--- src/rtl/loader_pkg.sv ---
// Shared definitions for the program loader: FSM states and image geometry.
package loader_pkg;

  typedef enum logic [2:0] {
    IDLE,
    LOAD,
    CHECK,
    DONE,
    ERR
  } loaderState_t;

  localparam int WORD_BYTES = 4;
  localparam int MAX_WORDS  = 256;

endpackage

--- src/rtl/prog_loader_if.sv ---
// Byte-stream input and instruction-memory write bus of the program loader.
interface prog_loader_if;

  logic        i_valid;
  logic [7:0]  i_byte;
  logic        o_ready;
  logic        i_start;
  logic        o_we;
  logic [7:0]  o_waddr;
  logic [31:0] o_wdata;
  logic        o_cpu_rst_n;
  logic        o_done;
  logic        o_err;

  modport master (
    output i_valid, i_byte, i_start,
    input  o_ready, o_we, o_waddr, o_wdata, o_cpu_rst_n, o_done, o_err
  );

  modport slave (
    input  i_valid, i_byte, i_start,
    output o_ready, o_we, o_waddr, o_wdata, o_cpu_rst_n, o_done, o_err
  );

endinterface

--- src/rtl/word_packer.sv ---
// Packs a byte stream big-endian into 32-bit words; flags the byte that completes a word.
module word_packer
  import loader_pkg::*;
(
  input  logic        clock,
  input  logic        rstN,
  input  logic        clear,
  input  logic        shiftEn,
  input  logic [7:0]  byteIn,
  output logic [31:0] packedWord,
  output logic        wordComplete
);

  logic [23:0] shiftReg;
  logic [1:0]  byteCnt;

  // The completing byte is appended combinationally so the word is ready in the same cycle.
  assign wordComplete = shiftEn && (byteCnt == 2'(WORD_BYTES - 1));
  assign packedWord   = {shiftReg, byteIn};

  always_ff @(posedge clock or negedge rstN) begin
    if (!rstN) begin
      shiftReg <= '0;
      byteCnt  <= '0;
    end else if (clear) begin
      shiftReg <= '0;
      byteCnt  <= '0;
    end else if (shiftEn) begin
      shiftReg <= {shiftReg[15:0], byteIn};
      byteCnt  <= byteCnt + 2'd1;
    end
  end

endmodule

--- src/rtl/prog_loader.sv ---
// Streams a length-prefixed, XOR-checksummed program image into instruction memory
// and holds the CPU in reset until a good image has been loaded.
module prog_loader
  import loader_pkg::*;
(
  input  logic         i_clk,
  input  logic         i_rst_n,
  prog_loader_if.slave bus
);

  loaderState_t state, stateNext;

  logic        accept;
  logic        packClear;
  logic        packShift;
  logic        wordComplete;
  logic [31:0] packedWord;
  logic [7:0]  wordIdx;
  logic [7:0]  lastIdx;
  logic [7:0]  checksum;
  logic        we;
  logic [7:0]  wAddr;
  logic [31:0] wData;

  assign accept    = bus.i_valid & bus.o_ready;
  assign packClear = (state == IDLE) & accept;
  assign packShift = (state == LOAD) & accept;

  word_packer uPacker (
    .clock        (i_clk),
    .rstN         (i_rst_n),
    .clear        (packClear),
    .shiftEn      (packShift),
    .byteIn       (bus.i_byte),
    .packedWord   (packedWord),
    .wordComplete (wordComplete)
  );

  always_ff @(posedge i_clk or negedge i_rst_n) begin
    if (!i_rst_n) state <= IDLE;
    else          state <= stateNext;
  end

  always_comb begin
    stateNext = state;
    unique case (state)
      IDLE:     if (accept) stateNext = LOAD;
      LOAD:     if (wordComplete && (wordIdx == lastIdx)) stateNext = CHECK;
      CHECK:    if (accept) stateNext = (bus.i_byte == checksum) ? DONE : ERR;
      DONE, ERR: if (bus.i_start) stateNext = IDLE;
      default:  stateNext = IDLE;
    endcase
  end

  // A count byte of 0 gives lastIdx 255, so the 8-bit word index covers all 256 words.
  always_ff @(posedge i_clk or negedge i_rst_n) begin
    if (!i_rst_n) begin
      wordIdx  <= '0;
      lastIdx  <= '0;
      checksum <= '0;
      we       <= 1'b0;
      wAddr    <= '0;
      wData    <= '0;
    end else begin
      we <= 1'b0;
      if (packClear) begin
        wordIdx  <= '0;
        checksum <= '0;
        lastIdx  <= bus.i_byte - 8'd1;
      end
      if (packShift) begin
        checksum <= checksum ^ bus.i_byte;
        if (wordComplete) begin
          we      <= 1'b1;
          wAddr   <= wordIdx;
          wData   <= packedWord;
          wordIdx <= wordIdx + 8'd1;
        end
      end
    end
  end

  assign bus.o_ready     = i_rst_n & ((state == IDLE) | (state == LOAD) | (state == CHECK));
  assign bus.o_we        = we;
  assign bus.o_waddr     = wAddr;
  assign bus.o_wdata     = wData;
  assign bus.o_cpu_rst_n = (state == DONE);
  assign bus.o_done      = (state == DONE);
  assign bus.o_err       = (state == ERR);

endmodule
--- src/flat_wrapper.sv ---
// flat-port wrapper written by rule: the top's interface ports become plain ports
module prog_loader_flat import loader_pkg::*;
  (i_clk, i_rst_n, bus_i_valid, bus_i_byte, bus_i_start, bus_o_ready, bus_o_we, bus_o_waddr, bus_o_wdata, bus_o_cpu_rst_n, bus_o_done, bus_o_err);
  prog_loader_if bus_i ();
  input  logic i_clk;
  input  logic i_rst_n;
  input wire logic [$bits(bus_i.i_valid)-1:0] bus_i_valid;
  input wire logic [$bits(bus_i.i_byte)-1:0] bus_i_byte;
  input wire logic [$bits(bus_i.i_start)-1:0] bus_i_start;
  output wire logic [$bits(bus_i.o_ready)-1:0] bus_o_ready;
  output wire logic [$bits(bus_i.o_we)-1:0] bus_o_we;
  output wire logic [$bits(bus_i.o_waddr)-1:0] bus_o_waddr;
  output wire logic [$bits(bus_i.o_wdata)-1:0] bus_o_wdata;
  output wire logic [$bits(bus_i.o_cpu_rst_n)-1:0] bus_o_cpu_rst_n;
  output wire logic [$bits(bus_i.o_done)-1:0] bus_o_done;
  output wire logic [$bits(bus_i.o_err)-1:0] bus_o_err;
  assign bus_i.i_valid = bus_i_valid;
  assign bus_i.i_byte = bus_i_byte;
  assign bus_i.i_start = bus_i_start;
  assign bus_o_ready = bus_i.o_ready;
  assign bus_o_we = bus_i.o_we;
  assign bus_o_waddr = bus_i.o_waddr;
  assign bus_o_wdata = bus_i.o_wdata;
  assign bus_o_cpu_rst_n = bus_i.o_cpu_rst_n;
  assign bus_o_done = bus_i.o_done;
  assign bus_o_err = bus_i.o_err;
  prog_loader u_core (.i_clk(i_clk), .i_rst_n(i_rst_n), .bus(bus_i));
endmodule
--- config.mk ---
export PLATFORM = sky130hd
export DESIGN_NAME = prog_loader_flat
export DESIGN_NICKNAME = d
export VERILOG_FILES = /design/src/rtl/loader_pkg.sv /design/src/rtl/prog_loader_if.sv /design/src/rtl/word_packer.sv /design/src/rtl/prog_loader.sv /design/src/flat_wrapper.sv
export SDC_FILE = /design/constraint.sdc
export NUM_CORES = 1
export LEC_CHECK = 0
export ABC_AREA = 0
export CORE_MARGIN = 3
export CORE_UTILIZATION = 36
export CTS_BUF_LIST = sky130_fd_sc_hd__clkbuf_4
export CTS_CLUSTER_DIAMETER = 80
export CTS_CLUSTER_SIZE = 24
export DETAILED_ROUTE_END_ITERATION = 16
export PLACE_DENSITY = 0.55
export SLEW_MARGIN = 20
export SYNTH_ARGS = -nofsm -noshare
export SYNTH_HDL_FRONTEND = slang
export SYNTH_SLANG_ARGS = --single-unit
--- constraint.sdc ---
create_clock -name i_clk -period 3.2 [get_ports i_clk]
set_input_delay 0.64 -clock i_clk [delete_from_list [all_inputs] [get_ports i_clk]]
set_output_delay 0.64 -clock i_clk [all_outputs]
set_load 0.02 [all_outputs]
=== Yosys cells after proc, flatten, opt, wreduce, memory -nomap -nowiden ===
Index checks and enable logic that the tools add are counted.

* Equality and inequality tests: 11
* $add $sub $neg: 3
* Bitwise logic cells: 7
* Reduce and logical (&&, ||, !) cells: 7
* Mux-type cells: 17

{| class="wikitable"
|+ Operators with widths
! operator !! count
|-
| 24-bit two-way mux || 2
|-
| 8-bit two-way mux || 5
|-
| 8-bit equality test || 2
|-
| 3-bit two-way mux || 5
|-
| 3-bit one-hot mux with 4 select lines || 1
|-
| 8-bit by 1-bit adder with 8-bit output (second input constant) || 1
|-
| 8-bit by 1-bit subtractor with 8-bit output (second input constant) || 1
|-
| 8-bit XOR || 1
|-
| 3-bit by 2-bit equality test with 1-bit output (second input constant) || 2
|-
| 2-bit by 1-bit != test with 1-bit output (second input constant) || 3
|-
| 1-bit bitwise AND || 4
|-
| 2-bit two-way mux || 2
|-
| 4-bit AND reduction || 1
|-
| 3-bit by 1-bit equality test with 1-bit output (second input constant) || 1
|-
| 3-bit equality test (second input constant) || 1
|-
| 3-bit zero test || 1
|-
| 2-bit by 1-bit adder with 2-bit output (second input constant) || 1
|-
| 2-bit equality test (second input constant) || 1
|-
| 1-bit logical AND || 2
|-
| 1-bit two-way mux || 2
|-
| 2-bit != test (second input constant) || 1
|-
| 1-bit OR || 2
|-
| 2-bit AND reduction || 1
|-
| 2-bit nonzero test || 1
|-
| 2-bit OR reduction || 1
|}

* Output and inout port bits: 45
* Logic and storage cells: 54
* Flip-flop bits (word level): 94

=== Longest topological paths before layout ===
Gate-level depths: netlist of the first run.

* Depth after elaboration: 10
* Depth in mapped cells: 8

=== Hierarchy ===
From an unflattened synthesis of the first run, not the netlist that was laid out.

* Cells, all modules: 356
* Area total of the unflattened synthesis: 4280.4 sq um

{| class="wikitable"
|+ Modules (own cells, without submodules)
! module !! cells each !! seq. area each (sq um) !! area each (sq um) !! instances
|-
| prog_loader || 262 || 1701.6 || 3126.7 || 1
|-
| word_packer || 94 || 650.6 || 1153.6 || 1
|}

=== Worst setup path before layout of the first run ===
Ideal clock, no wire load.

* Path kind: reg-to-output
* Start point: register u_core.state[0]
* End point: output port bus_o_done
* Slack: 1257 ps
* Buffers on the path: 2
* Cell stages (with the launch flop): 5
* Arrival: 1303 ps
* Required time: 2560 ps
* Cell sequence: dfrtp_1 > clkbuf_1 > nand2_1 > nor2_1 > buf_4

* Word-level cells in the longest chain between the ends: 1

{| class="wikitable"
|+ Ends and longest elaborated chain
! element !! line !! text
|-
| start, declared || prog_loader.sv:11 || <nowiki>loaderState_t state, stateNext;</nowiki>
|-
| start signal, assigned || prog_loader.sv:41 || <nowiki>else state <= stateNext;</nowiki>
|-
| 3-bit by 2-bit equality test with 1-bit output || - ||
|-
| end, declared || flat_wrapper.sv:15 || <nowiki>output wire logic [$bits(bus_i.o_done)-1:0] bus_o_done;</nowiki>
|}

Every way passes these cells.

=== Worst setup path in the final report of the first run ===
* Start point: register u_core.state[2]
* End point: output port bus_o_err

* Word-level cells in the longest chain between the ends: 1

{| class="wikitable"
|+ Ends and longest elaborated chain
! element !! line !! text
|-
| 3-bit equality test || prog_loader.sv:89 || <nowiki>assign bus.o_err = (state == ERR);</nowiki>
|-
| end, declared || flat_wrapper.sv:16 || <nowiki>output wire logic [$bits(bus_i.o_err)-1:0] bus_o_err;</nowiki>
|}

Every way passes these cells.

==> results of run 1 <==
[final timing paths]
| check | depth (start not counted) | from | to | slack [ns] |
|---|---|---|---|---|
| max in group asynchronous | 2 | i_rst_n | u_core.lastIdx[7] | 2.24 |
| hold reg to reg | 2 | u_core.uPacker.shiftReg[21] | u_core.bus.o_wdata[29] | 0.48 |
| setup reg to reg | 5 | u_core.state[0] | u_core.wordIdx[6] | 1.14 |
| hold / removal | 2 | i_rst_n | u_core.state[1] | 0.23 |
| min in group i_clk | 2 | u_core.uPacker.shiftReg[21] | u_core.bus.o_wdata[29] | 0.48 |
| setup / recovery | 2 | u_core.state[2] | bus_o_err | 0.66 |
[metrics by stage]
step	util [%]	total power [mW]	area, um2
floorplan	-	2.70	4120
global route	45.1	4.26	4950
detailed placement	43.7	3.33	4800
global placement	43.7	3.30	4800
CTS	45.1	4.01	4950
finish	45.1	3.96	4950
[worst max-delay path, cell delays in order (launching register included)]
cell and delay [ns]:
dfrtp_1 0.56, nor3b_1 0.25, clkdlybuf4s50_1 0.64
[metal layers]
| layer | wire length [um] | share of wire, % |
|---|---|---|
| met5 | 0 | 0 |
| met4 | 112 | 1.2 |
| met3 | 442 | 4.8 |
| met2 | 3980 | 44 |
| met1 | 4590 | 50 |
[cell families (layout without fill, tap and decap cells)]
| family | count (synthesis) | count (layout) | share of synthesized area [%] |
|---|---|---|---|
| and+or+nand+nor | 257 | 257 | 26.6 |
| DFF | 94 | 94 | 57.2 |
| buffers and inverters | 41 | 93 | 4.10 |
| AOI/OAI and AO/OA | 40 | 40 | 5.44 |
| xor gates and xnor gates | 25 | 25 | 5.32 |
| adders and majority gates | 3 | 3 | 0.912 |
| muxes | 2 | 2 | 0.486 |
[area by class of cell]
class	instances	area (um2)	area share [%]
Clock buffer	9	67.6	1.37
Sequential cell	94	2350	47.5
Clock inverter	7	81.3	1.64
Timing Repair Buffer	66	633	12.8
Multi-Input combinational cell	327	1600	32.3
Tap cell	140	175	3.54
Inverter	11	41.3	0.834
[synth_stat cells, types with 3 or more instances]
library cell,number
xnor2_1,14
nor2_1,6
dfrtp_1,94
o31ai_1,5
a21oi_1,9
nor4_1,5
clkbuf_1,19
nand3_1,25
o21ai_0,22
ha_1,3
nor3_1,10
buf_2,6
buf_1,3
nand2_1,196
xor2_1,11
inv_1,11
[where the power goes]
part	switching [mW]	internal, mW
registers	0.304	1.60
logic	0.751	0.625
clock network	0.435	0.247
total	1.49	2.47
[flip-flops by register name, summed over array words and instances (netlist names)]
signal and count:
u_core.bus.o_waddr 8, u_core.bus.o_wdata 32, u_core.bus.o_we 1, u_core.checksum 8
u_core.lastIdx 8, u_core.state 3, u_core.uPacker.byteCnt 2, u_core.uPacker.shiftReg 24
u_core.wordIdx 8
==> results.md, run 1 <==
* Status: finished clean
* Mean cell area of the mapped netlist at between 8 and 9 um2
* WL per Instance at 13.9 um
* VDD IR max at 0.327 mV
* Count of max-cap constraint violations at 0
* Relative slew slack at 45.2%
* Residual antenna-violating net count after detailed routing at 0
* Die Footprint at 0.0127 mm2
* Warning count from the yosys run at 0
* Fin. Hold Viols at 0
* Number of max-slew violations in the final report at 0
* Clock transition time at the flip-flop clock pins of the worst setup and hold paths at around 0.16 ns
* Routed vias at 3126
* Top FF cell, synth: dfrtp_1
* Fraction of synthesized cell area taken by the top area cell type at a little under three fifths
* Global route hottest layer: met2
* Pwr Density at about 800 mW/mm2
* Required time of the critical path at roughly 2.6 ns
* Cell type contributing the most total cell area after synthesis: dfrtp_1
* Number of placed instances, taps included at between 600 and 700
* Final clock period utilization by the worst path at 79.4%
* CTS tree: built
* Clock Tree Root: clkbuf_4
* Weighted congestion reported at the end of routability-driven placement at around 0.77
* Number of standard cells after synthesis at between 400 and 500
* DRC violation count after routing at 0
* Largest clock skew in the final design at 0.0216 ns
* Number of nets produced by synthesis at 477
* Sequential share of the synthesized area at approximately 57%
* Total Nets Final at between 500 and 600
* Met2 usage in global routing at a little under a quarter
* Data arrival time of the critical path at between 1.5 and 2 ns
* Input/output buffers at 56
* Area added between synthesis and finish at 20.3%
* Number of buffers inserted for hold repair after clock tree synthesis at 0
* Setup repair after global routing missed its margin: no
* Leading cell types by total area after synthesis: dfrtp_1 57%, nand2_1 18%, nand3_1 3.0%
* Fin worst setup slack at ~0.66 ns
* Horiz. Die Dim at ~110 um
* Initial antenna violation count at 0
* Area of the core region at roughly 0.011 mm2
* GRT Total Usage at ~15%
* Detailed Place HPWL at between 6000 and 7000 um
* Row cnt at 38
* Post-route minimum period at 2.54 ns
* Critical Path Source Type: flop
* Proportion of layout cells with a drive suffix above 1 at just over 6%
* Global-route wire length before repair at around 16000 um
* Clock latency of the later-clocked register in the worst-skew pair at between 0.4 and 0.5 ns
* Number of instances resized during post-cts repair at 0
* Area of the mapped netlist at between 0.004 and 0.005 mm2
* Fill cell total of the finished layout at roughly 1.1k
* Postcts setup bufs at 0
* Setup_tns at 0 ns
* FFs w/ async S/R, synth at between 90% and 100%
* CTS Buffer Depth at 2
* Number of failing setup endpoints in the final timing report at 0
* Total congestion overflow at 0
* CP Max Fanout at 12
* DP Worst Slack at about 0.62 ns
* Clk sinks at 94
* Met3 usage at 3.37%
* I/O pin count at 57
* Violation count after the first detailed-route iteration at approximately 160
* Number of buffers created by CTS at 9
* Worst slack on hold paths at about 0.23 ns
* Routed wire length at 9120 um
* Global Route met1 Usage at ~22%
* Starting density of the core at 37.5%
* Clock H-tree levels at 3
* Mean number of vias per cell at approximately 4.8
* Vias in the first global route at between 3k and 4k
* Maximum number of pins on one net before global-route repair at 65
* Height of the die at approximately 110 um
* Pleak at roughly 2.4 nW
* Diodes inserted at 0
* Start-to-end type of the worst setup path: flop to output port
* Transition at the pin with the smallest max-transition slack at 0.822 ns
* Achievable frequency at slightly below 400 MHz
* Worst hold-check path type: input pin to asynchronous set/reset pin
* Capturing element type of the critical path: output port
* Number of flops mapped to enable cells by yosys at 0
* Count of state elements after synthesis at 94
* Number of distinct library cell variants in the gate-level netlist after synthesis at 33
* Number of standard cells in the final layout excluding fillers at 654
* Drt pass-1 iters at 4
* Most common library cell in the layout ignoring fill and taps: nand2_1
* Top library cells by usage in the layout, fill and taps aside: 196 x nand2_1, 94 x dfrtp_1, 55 x clkdlybuf4s50_1
Power figures use the tool's default switching activity.
==> run 2, diff against run 1 <==
==> constraint.sdc (replaced) <==
create_clock -name i_clk -period 2.4 [get_ports i_clk]
set_input_delay 0.48 -clock i_clk [delete_from_list [all_inputs] [get_ports i_clk]]
set_output_delay 0.48 -clock i_clk [all_outputs]
set_load 0.02 [all_outputs]
==> run 2 against run 1 <==
Against the previous run:
- clock skew is 0.0092 ns lower
- combinational power rose by 34%
- count of clock-buffer cells in the layout stayed put
- largest power group unchanged
==> results.md, run 2 (synthesis gave the netlist of run 1 again) <==
* Data arrival time of the critical path at 1.79 ns (-0.11 ns)
* Top library cells by usage in the layout, fill and taps aside: 196 x nand2_1, 93 x dfrtp_1, 55 x clkdlybuf4s50_1
* Weighted congestion reported at the end of routability-driven placement at 0.797 (+3.8%)
* FF-to-FF setup slack at 0.56 ns (-0.58 ns)
* CTS tree: built
* Achievable frequency at between 400 and 500 MHz
* Initial antenna violation count at 0 (unchanged)
* Setup repair after global routing missed its margin: no
* Most common library cell in the layout ignoring fill and taps: nand2_1
* Diodes inserted at 0 (unchanged)
* Detailed Place HPWL at 6110 um (-1.4%)
* CTS Buffer Depth at 2 (unchanged)
* Routed vias at 3139 (+0.42%)
* Global Route met1 Usage at 21.4% (-0.33 points)
* Largest clock skew in the final design at 0.0124 ns (-0.00922 ns)
* Met2 usage in global routing at 22.0% (-1.3 points)
* Die Footprint at 0.0127 mm2 (unchanged)
* Relative slew slack at 47.6% (+2.4 points)
* Height of the die at 113 um (unchanged)
* R2R Path Start: u_core.state[2]
* Final clock period utilization by the worst path at between 90% and 100%
* WL per Instance at 13.7 um (-2.1%)
* CP Max Fanout at 8 (-4)
* Total design power at 5.12 mW (+29%)
* Required time of the critical path at 1.92 ns (-0.64 ns)
* Number of max-slew violations in the final report at 0 (unchanged)
* Total Nets Final at 529 (+0.95%)
* Starting density of the core at 37.5% (unchanged)
* Clock latency of the later-clocked register in the worst-skew pair at 0.45 ns (about the same)
* Area of the core region at 0.0110 mm2 (unchanged)
* Clock transition time at the flip-flop clock pins of the worst setup and hold paths at 0.14 ns (-0.02 ns)
* Capturing element type of the critical path: output port
* Worst hold-check path type: input pin to asynchronous set/reset pin
* Worst slack on hold paths at 0.0894 ns (-0.143 ns)
* Global-route wire length before repair at 15400 um (-2.1%)
* Global route hottest layer: met2
* I/O pin count at 57 (unchanged)
* Clk sinks at 94 (unchanged)
* Total congestion overflow at 0 (unchanged)
* Violation count after the first detailed-route iteration at 138 (-11%)
* Start-to-end type of the worst setup path: flop to output port
* Post-route core utilization at 45.1% (about the same)
* Mean number of vias per cell at 4.76 (-0.35%)
* Transition at the pin with the smallest max-transition slack at 0.786 ns (-0.0359 ns)
* Worst Reg-to-Reg Cells at 5 (unchanged)
* Clock Tree Root: clkbuf_4
* Number of flip-flops under the largest register name at 32 (unchanged)
* Setup_tns at 0 ns (unchanged)
* Area added between synthesis and finish at 20.3% (about the same)
* Maximum number of pins on one net before global-route repair at 63 (-3.1%)
* Proportion of layout cells with a drive suffix above 1 at 6.55% (+0.52 points)
* Horiz. Die Dim at 113 um (unchanged)
* Input/output buffers at 56 (unchanged)
* Routed wire length at 9000 um (-1.3%)
* Row cnt at 38 (unchanged)
* Count of max-cap constraint violations at 0 (unchanged)
* Vias in the first global route at 3098 (-4.0%)
* Number of buffers created by CTS at 9 (unchanged)
* Post-route minimum period at 2.27 ns
* Critical Path Source Type: flop
* Drt pass-1 iters at 4 (unchanged)
* Terminus of the critical flop-to-flop path: u_core.state[0]
* Pleak at 2.42 nW (+0.35%)
* DRC violation count after routing at 0 (unchanged)
* Status: finished clean
* Pwr Density at 1040 mW/mm2 (+29%)
* Residual antenna-violating net count after detailed routing at 0 (unchanged)
* Fin. Hold Viols at 0 (unchanged)
* VDD IR max at 0.441 mV (+35%)
* Number of failing setup endpoints in the final timing report at 0 (unchanged)
* Met3 usage at 2.62% (-0.75 points)
* Clock H-tree levels at 3 (unchanged)
* GRT Total Usage at 14.8% (-0.36 points)
## run 2: how the worst max path moves through the flow
stage	start	endpoint	slack, ns	cells after the start
after detailed placement	bus_i_valid	u_core.state[0]	0.09	6
after global placement	bus_i_valid	u_core.state[0]	0.11	6
final	u_core.state[1]	bus_o_cpu_rst_n	0.13	3
after global routing	u_core.state[1]	bus_o_cpu_rst_n	0.02	3
after floorplan	u_core.state[0]	bus_o_done	0.62	4
after CTS	u_core.state[2]	bus_o_err	0.06	2
## run 2: cell type report
cell class	instances	area [um2]
tap	140	175
clock buffer	9	67.6
sequential	94	2350
timing repair buffer	71	673
fill	1116	6030
multi-input combinational	327	1600
inverter	11	41.3
clock inverter	7	41.3
## run 2: report_power, final
part,switching (mW),internal (mW),total (mW)
logic,1.01,0.838,1.85
clock network,0.536,0.204,0.740
registers,0.409,2.13,2.54
## run 2: stage by stage
step / instances / worst slack (ns) / cell area (um2)
2_1_floorplan: 462 / 0.617 / 4120
6_report: 659 / 0.129 / 4950
5_1_grt: 659 / 0.0222 / 4950
4_1_cts: 659 / 0.0621 / 4950
3_3_place_gp: 642 / 0.110 / 4830
3_5_place_dp: 642 / 0.0895 / 4830
## run 2: timing repair
| action | CTS | global route |
|---|---|---|
| endpoints found under the setup margin | 0 | 1 |
| buffers inserted | 0 | 0 |
| hold buffers | 1 | 0 |
| endpoints found under the hold margin | 3 | 0 |
| gates resized for setup | 0 | 1 |
## run 2: worst max-delay path: stages, from the launching register on
cell and delay (ns):
dfrtp_1 0.48, nand2_1 0.09, nor2_1 0.14, clkdlybuf4s50_1 0.63
## run 2: routing by layer
layer,up-vias,routed length (um)
li1,1593,-
met1,1480,4570
met2,52,3940
met3,14,361
met4,0,127
met5,-,0
==> run 3, diff against run 2 <==
--- a/config.mk
+++ b/config.mk
@@ -12,7 +12,9 @@
 export CTS_CLUSTER_DIAMETER = 80
 export CTS_CLUSTER_SIZE = 24
 export DETAILED_ROUTE_END_ITERATION = 16
+export GPL_ROUTABILITY_DRIVEN = 0
 export PLACE_DENSITY = 0.55
+export SETUP_SLACK_MARGIN = 0.02
 export SLEW_MARGIN = 20
 export SYNTH_ARGS = -nofsm -noshare
 export SYNTH_HDL_FRONTEND = slang
==> results of run 3 <==
No change in the layout: final DEF, timing and power equal those of run 2.
